File: src/rtl/pipeline_hold_ctrl.sv
// rtl/pipeline_hold_ctrl.sv - PC/IF-ID/ID-EX hold, flush and redirect control for a 5-stage RV32I pipeline
// Mealy control outputs; counters and pending redirect are registered.
module pipeline_hold_ctrl #(
  parameter int XLEN         = 32,
  parameter int FLUSH_CYCLES = 2,
  parameter int STALL_LIMIT  = 255,
  parameter int CNT_W        = 16
) (
  input  logic            CLK,
  input  logic            RST_N,
  input  logic            STALL_REQ,
  input  logic            REDIRECT_VALID,
  input  logic [XLEN-1:0] REDIRECT_PC,
  input  logic            HALT,
  output logic            PC_EN,
  output logic            PC_SEL,
  output logic [XLEN-1:0] PC_TARGET,
  output logic            FD_EN,
  output logic            FD_FLUSH,
  output logic            DE_EN,
  output logic            DE_BUBBLE,
  output logic            STALL_TIMEOUT,
  output logic [CNT_W-1:0] STALL_CYCLES
);

  localparam int RUN_W = $clog2(STALL_LIMIT + 1);
  localparam logic [RUN_W-1:0] RUN_MAX    = RUN_W'(STALL_LIMIT);
  localparam logic [3:0]       FLUSH_LOAD = 4'(FLUSH_CYCLES - 1);

  typedef enum logic [1:0] {S_RUN, S_FLUSH, S_HALTED} state_t;

  localparam state_t REDIR_NEXT = (FLUSH_CYCLES > 1) ? S_FLUSH : S_RUN;

  state_t           state, state_nxt;
  logic [3:0]       flush_cnt, flush_cnt_nxt;
  logic [RUN_W-1:0] stall_run, stall_run_nxt;
  logic             pend_valid, pend_valid_nxt;
  logic [XLEN-1:0]  pend_pc, pend_pc_nxt;
  logic             stall_cycle;

  logic            pc_en_c, pc_sel_c, fd_en_c, fd_flush_c, de_en_c, de_bubble_c;
  logic [XLEN-1:0] target_c;

  always_comb begin
    state_nxt      = state;
    flush_cnt_nxt  = flush_cnt;
    pend_valid_nxt = pend_valid;
    pend_pc_nxt    = pend_pc;
    stall_cycle    = 1'b0;
    pc_en_c        = 1'b1;
    pc_sel_c       = 1'b0;
    target_c       = '0;
    fd_en_c        = 1'b1;
    fd_flush_c     = 1'b0;
    de_en_c        = 1'b1;
    de_bubble_c    = 1'b0;

    if (HALT) begin
      pc_en_c   = 1'b0;
      fd_en_c   = 1'b0;
      de_en_c   = 1'b0;
      state_nxt = S_HALTED;
      // Latest redirect during halt wins; it is replayed on release.
      if (REDIRECT_VALID) begin
        pend_valid_nxt = 1'b1;
        pend_pc_nxt    = REDIRECT_PC;
      end
    end else if (REDIRECT_VALID || (state == S_HALTED && pend_valid)) begin
      pc_sel_c       = 1'b1;
      target_c       = REDIRECT_VALID ? REDIRECT_PC : pend_pc;
      fd_flush_c     = 1'b1;
      de_bubble_c    = 1'b1;
      pend_valid_nxt = 1'b0;
      flush_cnt_nxt  = FLUSH_LOAD;
      state_nxt      = REDIR_NEXT;
    end else begin
      case (state)
        S_FLUSH: begin
          fd_flush_c  = 1'b1;
          de_bubble_c = 1'b1;
          if (flush_cnt <= 4'd1) begin
            flush_cnt_nxt = 4'd0;
            state_nxt     = S_RUN;
          end else begin
            flush_cnt_nxt = flush_cnt - 4'd1;
          end
        end
        S_HALTED: state_nxt = S_RUN;
        default: begin
          if (STALL_REQ) begin
            pc_en_c     = 1'b0;
            fd_en_c     = 1'b0;
            de_bubble_c = 1'b1;
            stall_cycle = 1'b1;
          end
        end
      endcase
    end

    if (!stall_cycle)
      stall_run_nxt = '0;
    else if (stall_run == RUN_MAX)
      stall_run_nxt = RUN_MAX;
    else
      stall_run_nxt = stall_run + 1'b1;
  end

  always_ff @(posedge CLK or negedge RST_N) begin
    if (!RST_N) begin
      state         <= S_RUN;
      flush_cnt     <= '0;
      stall_run     <= '0;
      pend_valid    <= 1'b0;
      pend_pc       <= '0;
      STALL_CYCLES  <= '0;
      STALL_TIMEOUT <= 1'b0;
    end else begin
      state      <= state_nxt;
      flush_cnt  <= flush_cnt_nxt;
      stall_run  <= stall_run_nxt;
      pend_valid <= pend_valid_nxt;
      pend_pc    <= pend_pc_nxt;
      if (stall_cycle && (STALL_CYCLES != {CNT_W{1'b1}}))
        STALL_CYCLES <= STALL_CYCLES + 1'b1;
      if (stall_run_nxt == RUN_MAX)
        STALL_TIMEOUT <= 1'b1;
    end
  end

  // Outputs fall to their safe values as soon as reset asserts.
  assign PC_EN     = RST_N & pc_en_c;
  assign PC_SEL    = RST_N & pc_sel_c;
  assign PC_TARGET = RST_N ? target_c : '0;
  assign FD_EN     = RST_N & fd_en_c;
  assign FD_FLUSH  = ~RST_N | fd_flush_c;
  assign DE_EN     = RST_N & de_en_c;
  assign DE_BUBBLE = ~RST_N | de_bubble_c;

endmodule

File: config.mk
export PLATFORM = sky130hd
export DESIGN_NAME = pipeline_hold_ctrl
export DESIGN_NICKNAME = d
export VERILOG_FILES = /design/src/rtl/pipeline_hold_ctrl.sv
export SDC_FILE = /design/constraint.sdc
export NUM_CORES = 1
export LEC_CHECK = 0
export CELL_PAD_IN_SITES_DETAIL_PLACEMENT = 1
export CELL_PAD_IN_SITES_GLOBAL_PLACEMENT = 1
export CORE_MARGIN = 2
export CORE_UTILIZATION = 35
export DETAILED_ROUTE_END_ITERATION = 7
export DONT_BUFFER_PORTS = 1
export PLACE_DENSITY_LB_ADDON = 0.25
export SKIP_LAST_GASP = 1
export SLEW_MARGIN = 10
export SYNTH_ARGS = -nofsm -noshare
export SYNTH_HDL_FRONTEND = slang
export SYNTH_SLANG_ARGS = --single-unit
File: constraint.sdc
create_clock -name CLK -period 4.9 [get_ports CLK]
set_input_delay 1.47 -clock CLK [delete_from_list [all_inputs] [get_ports CLK]]
set_output_delay 1.47 -clock CLK [all_outputs]
set_load 0.05 [all_outputs]
# Word-level counts from Yosys, hierarchy flattened
# Index checks and enable logic that the tools add are counted.
op_classes:
  eq_ne: 7
  bitwise_logic: 7
  reduce_logical: 10
  magnitude_cmp: 1
  n_addsub: 3
  n_mux: 33
ops:
  columns: ["operator", "n"]
  rows:
  - ["32-bit two-way mux", 4]
  - ["1-bit two-way mux", 19]
  - ["16-bit by 1-bit adder with 16-bit output (second input constant)", 1]
  - ["8-bit == test (second input constant)", 2]
  - ["8-bit two-way mux", 2]
  - ["16-bit inequality test (second input constant)", 1]
  - ["4-bit two-way mux", 3]
  - ["8-bit by 1-bit adder with 8-bit output (second input constant)", 1]
  - ["2-bit two-way mux", 3]
  - ["2-bit AND reduction", 3]
  - ["4-bit by 1-bit less-or-equal comparator with 1-bit output (second input constant)", 1]
  - ["4-bit inequality test (second input constant)", 1]
  - ["2-bit one-hot mux with 2 select lines", 1]
  - ["2-bit nonzero test", 2]
  - ["4-bit nonzero test", 1]
  - ["4-bit by 1-bit subtractor with 4-bit output (second input constant)", 1]
  - ["1-bit bitwise AND", 3]
  - ["2-bit by 1-bit == test with 1-bit output (second input constant)", 1]
  - ["2-bit == test (second input constant)", 1]
  - ["1-bit logical AND", 2]
  - ["2-bit inequality test (second input constant)", 1]
  - ["1-bit NOT", 2]
  - ["1-bit OR", 2]
  - ["1-bit one-hot mux with 2 select lines", 1]
  - ["other kinds (2)", 2]
totals:
  reg_bits: 64
  inputBits: 37
  elab_cells: 68
  out_inout_bits: 55

# Longest topological paths before layout
logic_depth:
  ltp_word: 7
  depth_mapped: 7
  mapped_depth_nobuf: 6

# Least setup slack after synthesis
# No wires, ideal clock.
synth_path:
  path_kind: "input to output"
  start: "in HALT"
  end: "out PC_TARGET[10]"
  path_slack_ps: -157
  t_arrival_ps: 3587
  required_ps: 3430
  path_stages: 5
  n_path_buf: 2
  path_cell_list: "buf_2 -> nor2b_1 -> nand2_1 -> buf_1 -> nor2_1"
synth_between:
  elab_chain_len: 2
synth_rtl:
  columns: ["item", "line_no", "source"]
  rows:
  - ["start: declaration", "14", "input logic HALT,"]
  - ["32-bit two-way mux", "58", "if (HALT) begin"]
  - ["32-bit two-way mux", "133", "assign PC_TARGET = RST_N ? target_c : '0;"]
  - ["end: declaration", "17", "output logic [XLEN-1:0] PC_TARGET,"]
# Every way passes these cells.

# Final worst setup path
layout_path:
  start: "in REDIRECT_VALID"
  end: "out PC_TARGET[30]"
layout_between:
  elab_chain_len: 4
  word_cells_on_any_way: 5
  cone_classes: "mux: 4; reduce/logical: 1"
layout_rtl:
  columns: ["item", "line_no", "source"]
  rows:
  - ["start: declaration", "12", "input logic REDIRECT_VALID,"]
  - ["32-bit two-way mux / 1-bit logical OR (equally long branches)", null, null]
  - ["32-bit two-way mux (*)", "68", "end else if (REDIRECT_VALID || (state == S_HALTED && pend_valid)) begin"]
  - ["32-bit two-way mux (*)", "58", null]
  - ["32-bit two-way mux (*)", "133", null]
# Mark *: on every way between the ends. The rest lies on a longest branch, timed or not.

==> results.toml <==
[outcome]
outcome = "complete, no violations"

[power]
internal_power_mw = 0.900
switching_share_pct = 30.6
ir_drop_v = 0.000310
leakage_nw = 1.86
pwr_density_cell_mw_per_mm2 = 322
p_sw_mw = 0.396
pwr-share-comb_pct = 16.6
pwr-share-seq_pct = 51.8
pwr-share-clk_pct = 31.5

[clock_network]
path_clk_slew_ns = 0.06
cts_max_level = 3
hold_buffers = 0
clk_latency_ns = 0.34
post_cts_resized = 0
clk_path_buf_depth = 2
clkSinkCount = 64
cts_inserted_buffers = 9
cts-root-buf = "clkbuf_8"
post_cts_buffers = 0
cts_tree = "yes"

[hold_path]
holdCritPathClass = "flop to flop"
min_to = "stall_run[0]"
worstHoldStart = "stall_run[0]"
worstHoldPathCells = 1

[global_routing]
grt_use_met1_pct = 18.3
grt_pass1_vias = 2599
grt-busiest-layer = "met2"
antenna_found_initial = 0
track_usage_pct = 15.2
grt_overflow = 0
grt_max_degree = 68
use_met3_pct = 6.17
grt_pass1_wl_um = 13200
grt_use_met2_pct = 25.1

[synth]
yosys_warnings = 0
yosysSeqAreaShare_pct = 46.0
ys_types = 50
synth_edf_count = 0
synthesis.area_mm2 = 0.00348
yosysTopAreaCell = "dfrtp_1"
ys_top_cells_by_count = "64 x dfrtp_1, 37 x nor2_1, 33 x mux2i_1"
syn_inst = 316
synth.area.top_cells = "dfrtp_1 46%, mux2_2 10%, mux2i_1 9.5%"
syn_area_per_cell_um2 = 11.0
async_flop_share_pct = 100
synthFlopType = "dfrtp_1"
synth_top_area_share_pct = 46.0
syn_nets = 359
ys_ff_latch = 64
yosysMostFrequentCell = "dfrtp_1"

[critical_path]
reg2reg_to = "STALL_CYCLES[1]"
cp.required_ns = 3.43
endpoint_kind = "output pin"
critPathArrivalTime_ns = 2.52
crit_type = "input port to output pin"
reg2reg_setup_slack_ns = 2.47
crit_path_max_fanout = 38
r2r_cells = 5
reg2reg_from = "STALL_CYCLES[1]"
startpoint_type = "input port"

[route]
drtPass1Iterations = 4
via_per_inst = 5.11
vias = 2483
drcViolationCount = 0
wire_per_inst_um = 16.1
drt-initial-drc-count = 74
drt-total-wl_um = 7830
ant_nets = 0

[timing]
fmax_ghz = 0.250
period_needed_ns = 3.99
skew_ns = 0.00664
final-hold-violation-count = 0
worst_pin_slew_ns = 0.846
post-route-period-util_pct = 81.5
drv_slew = 0
setup_viol = 0
grt_setup_unrepaired = "false"
tns_ns = 0
slew_headroom_pct = 43.4

[place]
dpl-instance-area_mm2 = 0.00386
dp_hpwl_um = 5430
io_buffers = 0
gp_congestion = 0.718

[floorplanning]
core-area_mm2 = 0.00973
initial_core_util_pct = 35.8
die_y_um = 104
die_w_um = 104
ioPinCount = 92
fp-row-count = 36
die-area_mm2 = 0.0108

[layout]
drive_gt1_share_pct = 28.6
final_area_mm2 = 0.00403
antenna_cells = 0
area_delta_synth_final_pct = 15.7
final_nets = 393
nFillCells = 1109

[flow_run]
max-cap-violations = 0
layout make-up:
cell class                 count  area [µm²]  area share [%]
multi-input combinational    225        1760            43.6
sequential                    64        1600            39.8
timing repair buffer          38         285            7.08
clock buffer                  14         173            4.29
tap                          133         166            4.13
inverter                      12        45.0            1.12
metrics by stage:
| stage | power (mW) | utilization (%) | instances | setup slack [ns] | hold WS [ns] |
|---|---|---|---|---|---|
| 2_1_floorplan | 0.853 | - | 316 | 0.182 | 0.456 |
| 3_5_place_dp | 0.902 | 39.6 | 472 | 0.960 | 0.491 |
| 6_report | 1.30 | 41.4 | 486 | 0.905 | 0.495 |
| 3_3_place_gp | 0.889 | 39.6 | 472 | 0.992 | 0.475 |
| 5_1_grt | 1.37 | 41.4 | 486 | 0.865 | 0.514 |
| 4_1_cts | 1.32 | 41.4 | 486 | 0.957 | 0.498 |
cells by family after synthesis:
| logic type | after synthesis | share of synthesized area [%] |
|---|---|---|
| AND/OR/NAND/NOR | 96 | 15.5 |
| AO/OA/AOI/OAI | 39 | 8.12 |
| XOR/XNOR | 18 | 4.53 |
| flip-flops | 64 | 46.0 |
| multiplexers | 66 | 20.2 |
| adder cells (fa/ha/maj) | 6 | 2.16 |
| buffers and inverters | 27 | 3.56 |
cell usage in the layout (no fill, tap or decap), types with 8 or more instances in the layout:
master     n
a21oi_1   11
buf_4     38
clkbuf_8  12
dfrtp_1   64
inv_1     12
mux2_2    32
mux2i_1   33
nand2_1   12
nand3_1    8
nor2_1    37
xor2_1    14
critical path, stage by stage:
cell     delay [ns]
a21o_1         0.26
nand2_1        0.09
buf_4          0.32
nor2_1         0.12
buf_4          0.21
how the worst max path moves through the flow:
stage	startpoint	end	slack (ns)
after floorplan	HALT	PC_TARGET[10]	0.18
after global placement	REDIRECT_VALID	PC_TARGET[30]	0.99
after global routing	REDIRECT_VALID	PC_TARGET[19]	0.87
final	REDIRECT_VALID	PC_TARGET[30]	0.91
after detailed placement	REDIRECT_VALID	FD_FLUSH	0.96
after CTS	REDIRECT_VALID	PC_TARGET[19]	0.96
flip-flops by register name, summed over array words and instances, names as in the netlist:
register,flops
pend_pc,32
STALL_CYCLES,16
stall_run,8
flush_cnt,4
state,2
STALL_TIMEOUT,1
pend_valid,1
power by group through the flow:
stage / clock (mW) / combinational [mW] / sequential [mW]
after floorplan: 0 / 0.182 / 0.671
after global placement: 0 / 0.211 / 0.678
after detailed placement: 0 / 0.219 / 0.683
after CTS: 0.427 / 0.219 / 0.672
after global routing: 0.450 / 0.235 / 0.681
final: 0.409 / 0.216 / 0.672
per-layer routing:
metal  vias to the layer above  wire (µm)
li1                       1179          -
met1                      1219       3450
met2                        76       3640
met3                         9        642
met4                         0        102
met5                         -          0
Note: power is estimated with default switching activity, not from simulation.
